## src/rtl/arith_pkg.sv

```systemverilog
// rtl/arith_pkg.sv - shared state encoding and sizing helper for the iterative arithmetic units
package arith_pkg;

    typedef enum logic [1:0] {
        ST_IDLE = 2'd0,
        ST_RUN  = 2'd1,
        ST_DONE = 2'd2
    } state_t;

    function automatic int clog2(input int value);
        int result;
        int v;
        result = 0;
        v      = value - 1;
        while (v > 0) begin
            result = result + 1;
            v      = v >> 1;
        end
        return result;
    endfunction

endpackage

```

## src/rtl/seq_shift_add_multiplier.sv

```systemverilog
// rtl/seq_shift_add_multiplier.sv - sequential unsigned shift-and-add multiplier, one adder reused WIDTH cycles
module seq_shift_add_multiplier
    import arith_pkg::*;
#(
    parameter int WIDTH = 4
) (
    input  logic               clk,
    input  logic               rst_n,
    input  logic               start,
    input  logic [WIDTH-1:0]   multiplicand,
    input  logic [WIDTH-1:0]   multiplier,
    output logic               busy,
    output logic               done,
    output logic [2*WIDTH-1:0] product
);

    localparam int CW = (clog2(WIDTH) > 1) ? clog2(WIDTH) : 1;
    localparam logic [CW-1:0] LAST = CW'(WIDTH - 1);

    state_t               state_q, state_d;
    logic [CW-1:0]        count_q, count_d;
    logic [WIDTH-1:0]     m_q, m_d;
    logic [WIDTH-1:0]     q_q, q_d;
    // The adder carry is shifted down in the same step, so the stored accumulator never needs it.
    logic [WIDTH-1:0]     acc_q, acc_d;
    logic [2*WIDTH-1:0]   product_q, product_d;

    logic [WIDTH:0]       sum;
    logic [WIDTH-1:0]     acc_shift;
    logic [WIDTH-1:0]     q_shift;
    logic                 accept;

    always_comb begin
        sum       = {1'b0, acc_q} + (q_q[0] ? {1'b0, m_q} : {(WIDTH+1){1'b0}});
        acc_shift = sum[WIDTH:1];
        q_shift   = {sum[0], q_q[WIDTH-1:1]};
    end

    always_comb begin
        state_d   = state_q;
        count_d   = count_q;
        m_d       = m_q;
        q_d       = q_q;
        acc_d     = acc_q;
        product_d = product_q;
        accept    = 1'b0;

        case (state_q)
            ST_IDLE, ST_DONE: begin
                state_d = ST_IDLE;
                accept  = start;
            end
            ST_RUN: begin
                acc_d   = acc_shift;
                q_d     = q_shift;
                count_d = count_q + 1'b1;
                if (count_q == LAST) begin
                    state_d   = ST_DONE;
                    product_d = {acc_shift, q_shift};
                end
            end
            default: state_d = ST_IDLE;
        endcase

        if (accept) begin
            state_d = ST_RUN;
            m_d     = multiplicand;
            q_d     = multiplier;
            acc_d   = '0;
            count_d = '0;
        end
    end

    always_ff @(posedge clk) begin
        if (!rst_n) begin
            state_q   <= ST_IDLE;
            count_q   <= '0;
            m_q       <= '0;
            q_q       <= '0;
            acc_q     <= '0;
            product_q <= '0;
        end else begin
            state_q   <= state_d;
            count_q   <= count_d;
            m_q       <= m_d;
            q_q       <= q_d;
            acc_q     <= acc_d;
            product_q <= product_d;
        end
    end

    assign busy    = (state_q == ST_RUN);
    assign done    = (state_q == ST_DONE);
    assign product = product_q;

endmodule

```

## config.mk

```make
export PLATFORM = sky130hd
export DESIGN_NAME = seq_shift_add_multiplier
export DESIGN_NICKNAME = d
export VERILOG_FILES = /design/src/rtl/arith_pkg.sv /design/src/rtl/seq_shift_add_multiplier.sv
export SDC_FILE = /design/constraint.sdc
export NUM_CORES = 1
export LEC_CHECK = 0
export BUFFER_PORTS_ARGS = -buffer_cell sky130_fd_sc_hd__buf_2
export CAP_MARGIN = 30
export CORE_ASPECT_RATIO = 1.75
export CORE_MARGIN = 2
export CORE_UTILIZATION = 45
export CTS_BUF_LIST = sky130_fd_sc_hd__clkbuf_8
export DETAILED_ROUTE_END_ITERATION = 8
export PLACE_DENSITY = 0.74
export SYNTH_ARGS = -nofsm -noshare
export SYNTH_HDL_FRONTEND = slang
export SYNTH_SLANG_ARGS = --single-unit
```

## constraint.sdc

```tcl
create_clock -name clk -period 1.65 [get_ports clk]
set_input_delay 0 -clock clk [delete_from_list [all_inputs] [get_ports clk]]
set_output_delay 0 -clock clk [all_outputs]
set_load 0.05 [all_outputs]
```

* After elaboration in Yosys (flattened, before gate mapping)
Index checks and enable logic that the tools add are counted.
** Word-level totals
- Input port bits :: 11
- Bits in registers :: 24
- Output and inout bits :: 10
** Operators by class
- Reductions and logical operators :: 6
- Bitwise logic cells :: 2
- Equal/unequal tests :: 4
- Multiplexer cells :: 7
- Add/sub/neg operators :: 2
** Operators by type and width (count)
- $mux W4 :: 3
- $add A4 B4 Y5 :: 1
- $eq A2 B2 Y1 const B :: 2
- $mux W1 :: 4
- $reduce_or A2 Y1 :: 2
- $ne A3 B1 Y1 const B :: 1
- $reduce_or A3 Y1 :: 1
- $add A2 B1 Y2 const B :: 1
- $eq A2 B1 Y1 const B :: 1
- $logic_not A2 Y1 :: 1
- $not A1 Y1 :: 2
- $reduce_and A2 Y1 :: 1
- $reduce_bool A2 Y1 :: 1

* Logic depth before layout (Yosys ltp)
- Depth after elaboration :: 4
- Mapped depth :: 8

* Worst setup path after synthesis
No wires, ideal clock.
- Path type :: register to register
- Start point :: reg q_q[0]
- End point :: reg acc_q[3]
- Arrival time :: 1.461 ns
- Setup slack :: 0.103 ns
- Cell stages (with the launch flop) :: 9
- Library setup time :: 0.086 ns
- Clock period less this slack :: 1.547 ns
- Path through :: dfxtp_1 -> and2_1 -> ha_1 -> inv_1 -> fa_1 -> inv_1 -> a21o_1 -> a21oi_1 -> a211oi_1
** On the way
- Word-level cells in the longest chain between the ends :: 2
** RTL lines
- from (decl) :: RTL line seq_shift_add_multiplier.sv:23 : logic [WIDTH-1:0] q_q, q_d;
- from (signal assigned) :: RTL line seq_shift_add_multiplier.sv:86 : q_q <= q_d;
- $mux W4 :: RTL line seq_shift_add_multiplier.sv:34 : sum = {1'b0, acc_q} + (q_q[0] ? {1'b0, m_q} : {(WIDTH+1){1'b0}});
- $add A4 B4 Y5 :: RTL line seq_shift_add_multiplier.sv:34
- to (signal assigned) :: RTL line seq_shift_add_multiplier.sv:80 : acc_q <= '0;
- to (signal assigned) :: RTL line seq_shift_add_multiplier.sv:87 : acc_q <= acc_d;
- to (decl) :: RTL line seq_shift_add_multiplier.sv:25 : logic [WIDTH-1:0] acc_q, acc_d;
Every way passes these cells.
A chain may end at the register's enable or synchronous reset.

* Worst setup path in the final report
- Start point :: reg q_q[0]
- End point :: reg product_q[7] (netlist: product[7])
** On the way
- Word-level cells in the longest chain between the ends :: 2
** RTL lines
- $mux W4 :: RTL line seq_shift_add_multiplier.sv:34
- $add A4 B4 Y5 :: RTL line seq_shift_add_multiplier.sv:34
- to (signal assigned) :: RTL line seq_shift_add_multiplier.sv:88 : product_q <= product_d;
- to (decl) :: RTL line seq_shift_add_multiplier.sv:26 : logic [2*WIDTH-1:0] product_q, product_d;
Every way passes these cells.

==> results_dict.tcl <==
set metrics [dict create \
    path_class "reg -> reg" \
    htree_levels 1 \
    drt_iter0_drc 20 \
    reg2reg_from "q_q[0]" \
    cts.sinks 24 \
    fp-row-count 23 \
    rr_endpoint "product[7]" \
    yosysMostFrequentCell "dfxtp_1" \
    final_max_slew_viol_count 0 \
    hold_path_depth 3 \
    hold_violations 0 \
    ys_types 30 \
    cp-startpoint "q_q[0]" \
    synth_edf_count 0 \
    max_freq_mhz 645.3 \
    drc_errors 0 \
    crit_fanout 5 \
    first_global_vias 835 \
    power.total_mw 1.094 \
    tightest_slew_ns 0.2861 \
    cts.clk_slew.worst_paths_ns 0.08 \
    clock_latency_ns 0.26 \
    avgRoutedWirePerCell_um 12.88 \
    n_antenna_cell 0 \
    gr-total-overflow 0 \
    clockBufferDepth 2 \
    synthTopCellsByArea "dfxtp_1 45%, nand2_1 5.9%, ha_1 5.8%, nor2_1 4.9%, a21oi_1 4.7%" \
    top_level_ports 21 \
    syn_inst 120 \
    track_usage_pct 18.34 \
    drive_gt1_share_pct 24.48 \
    grt_max_degree 18 \
    power.density_mw_per_mm2 863.4 \
    hold_end "q_q[0]" \
    post-route-period-util_pct 93.92 \
    synthFlopType "dfxtp_1" \
    start_util_pct 47.22 \
    timing.final.crit_period_ns 1.550 \
    p_leak_nw 0.5875 \
    fin_setup_tns_ns 0 \
    fp.dieW_um 40.92 \
    fin_skew_ns 0.005008 \
    ys_seq_area_share_pct 44.76 \
    die-area_mm2 0.002808 \
    ys_ff_latch 24 \
    syn_area_mm2 0.001074 \
    hpwl_um 1610 \
    ant_nets 0 \
    synth_warnings 0 \
    gp_congestion 0.7412 \
    reg2reg_slack_ns 0.10 \
    dieHeight_um 68.61 \
    drtPass1Iterations 4 \
    nets 162 \
    netlist.area_leader.share_pct 44.76 \
    core_area_mm2 0.002273 \
    route.vias.total 913 \
    finalSetupViolCount 0 \
    critPathArrivalTime_ns 1.70 \
    rr_worst_depth 8 \
    worst_ir_drop_vdd_mv 0.7960 \
    relSlewSlack_pct 80.90 \
    hold_path_class "in -> reg" \
    status "complete, no violations" \
    via_per_inst 5.435 \
    fin_area_mm2 0.001267 \
    cts_made_buffers 3 \
    cts_tree "yes" \
    cts_setup_buffers 0 \
    drt_wl_total_um 2163 \
    synth_largest_area_cell "dfxtp_1" \
    io_buffers 20 \
    syn_to_final_growth_pct 18.07 \
    dpl-instance-area_mm2 0.001170 \
    synthArstFlopShare_pct 0 \
    root_buffer "clkbuf_8" \
    synthTopCellsByCount "24 x dfxtp_1, 17 x nand2_1, 14 x nor2_1, 10 x a21oi_1, 5 x ha_1" \
    startpoint_type "register" \
    rsz0062_at_grt "no" \
    cp-end-kind "register" \
    syn_area_per_cell_um2 8.946 \
    synthesis.nets 137 \
    post-route-util_pct 55.75 \
    antenna_found_initial 0 \
    worstHoldStart "multiplier[0]" \
    required_ns 1.80 \
    cap_violations 0 \
    grt_pass1_wl_um 3512 \
]
## worst max-delay path by stage
stage	to	slack, ns	cells past startpoint
2_1_floorplan	acc_q[3]	0.10	8
3_3_place_gp	acc_q[3]	0.06	8
5_1_grt	product[7]	0.02	8
3_5_place_dp	acc_q[3]	-0.04	8
6_report	product[7]	0.10	8
4_1_cts	acc_q[3]	0.03	8
## per-stage QoR
step | worst slack, ns | hold slack [ns] | instances
floorplan | 0.1031 | 0.1384 | 120
global placement | 0.06179 | 0.2326 | 161
detailed placement | -0.03529 | 0.2419 | 161
CTS | 0.02831 | 0.02782 | 168
global route | 0.01976 | 0.03339 | 168
finish | 0.1003 | 0.02617 | 168
## what timing repair did
item,in CTS,in global routing
pin swaps,0,1
resized for setup,2,3
hold endpoints to repair,4,0
gates cloned,0,0
endpoints found under the setup margin,1,4
hold buffers,4,0
## placed cells by master (no fill, tap or decap), drive strengths merged, types with 4 or more instances in the layout
cell          n
mux2i         4
buf          21
ha            5
nor2         14
nor3          4
dfxtp        24
inv           6
nand2        18
dlygate4sd3   4
o22ai         4
and2          5
a21oi        10
## per-layer routing
layer	track usage [%]	part of all wire [%]
met5	0	0
met1	20.04	38
met3	2.885	4.5
met4	7.500	1.5
met2	32.62	56
## logic make-up (layout without fill, tap and decap cells)
| family | after synthesis | after routing | synth area share [%] |
|---|---|---|---|
| AND/OR/NAND/NOR | 51 | 51 | 23.78 |
| XOR/XNOR | 2 | 2 | 1.632 |
| multiplexers | 4 | 4 | 3.730 |
| AO/OA/AOI/OAI | 22 | 22 | 12.35 |
| flip-flops | 24 | 24 | 44.76 |
| adder cells (fa/ha/maj) | 6 | 6 | 7.692 |
| buffers and inverters | 11 | 34 | 6.059 |
## sequential cells by signal, summed over array words and instances (netlist names)
register	cells
acc_q	4
count_q	2
m_q	4
product	8
q_q	4
state_q	2
## area by class of cell
| class | count | area [um^2] |
|---|---|---|
| Timing Repair Buffer | 25 | 147.6 |
| Multi-Input combinational cell | 85 | 543.0 |
| Inverter | 6 | 22.52 |
| Clock buffer | 3 | 41.29 |
| Tap cell | 25 | 31.28 |
| Sequential cell | 24 | 481.7 |
| Fill cell | 221 | 1006 |
## report_power, final
part	internal, mW	switching (mW)
Sequential	0.604	0.0180
Clock	0.163	0.175
Combinational	0.0574	0.0771
## worst max-delay path, stage by stage, from the launching register on
cell	delay (ns)
dfxtp_2	0.34
and2_1	0.14
ha_1	0.19
inv_1	0.07
fa_2	0.21
inv_1	0.04
a21o_1	0.18
a21oi_2	0.17
a21oi_1	0.09
No activity file was read; power rests on OpenSTA's default activity.
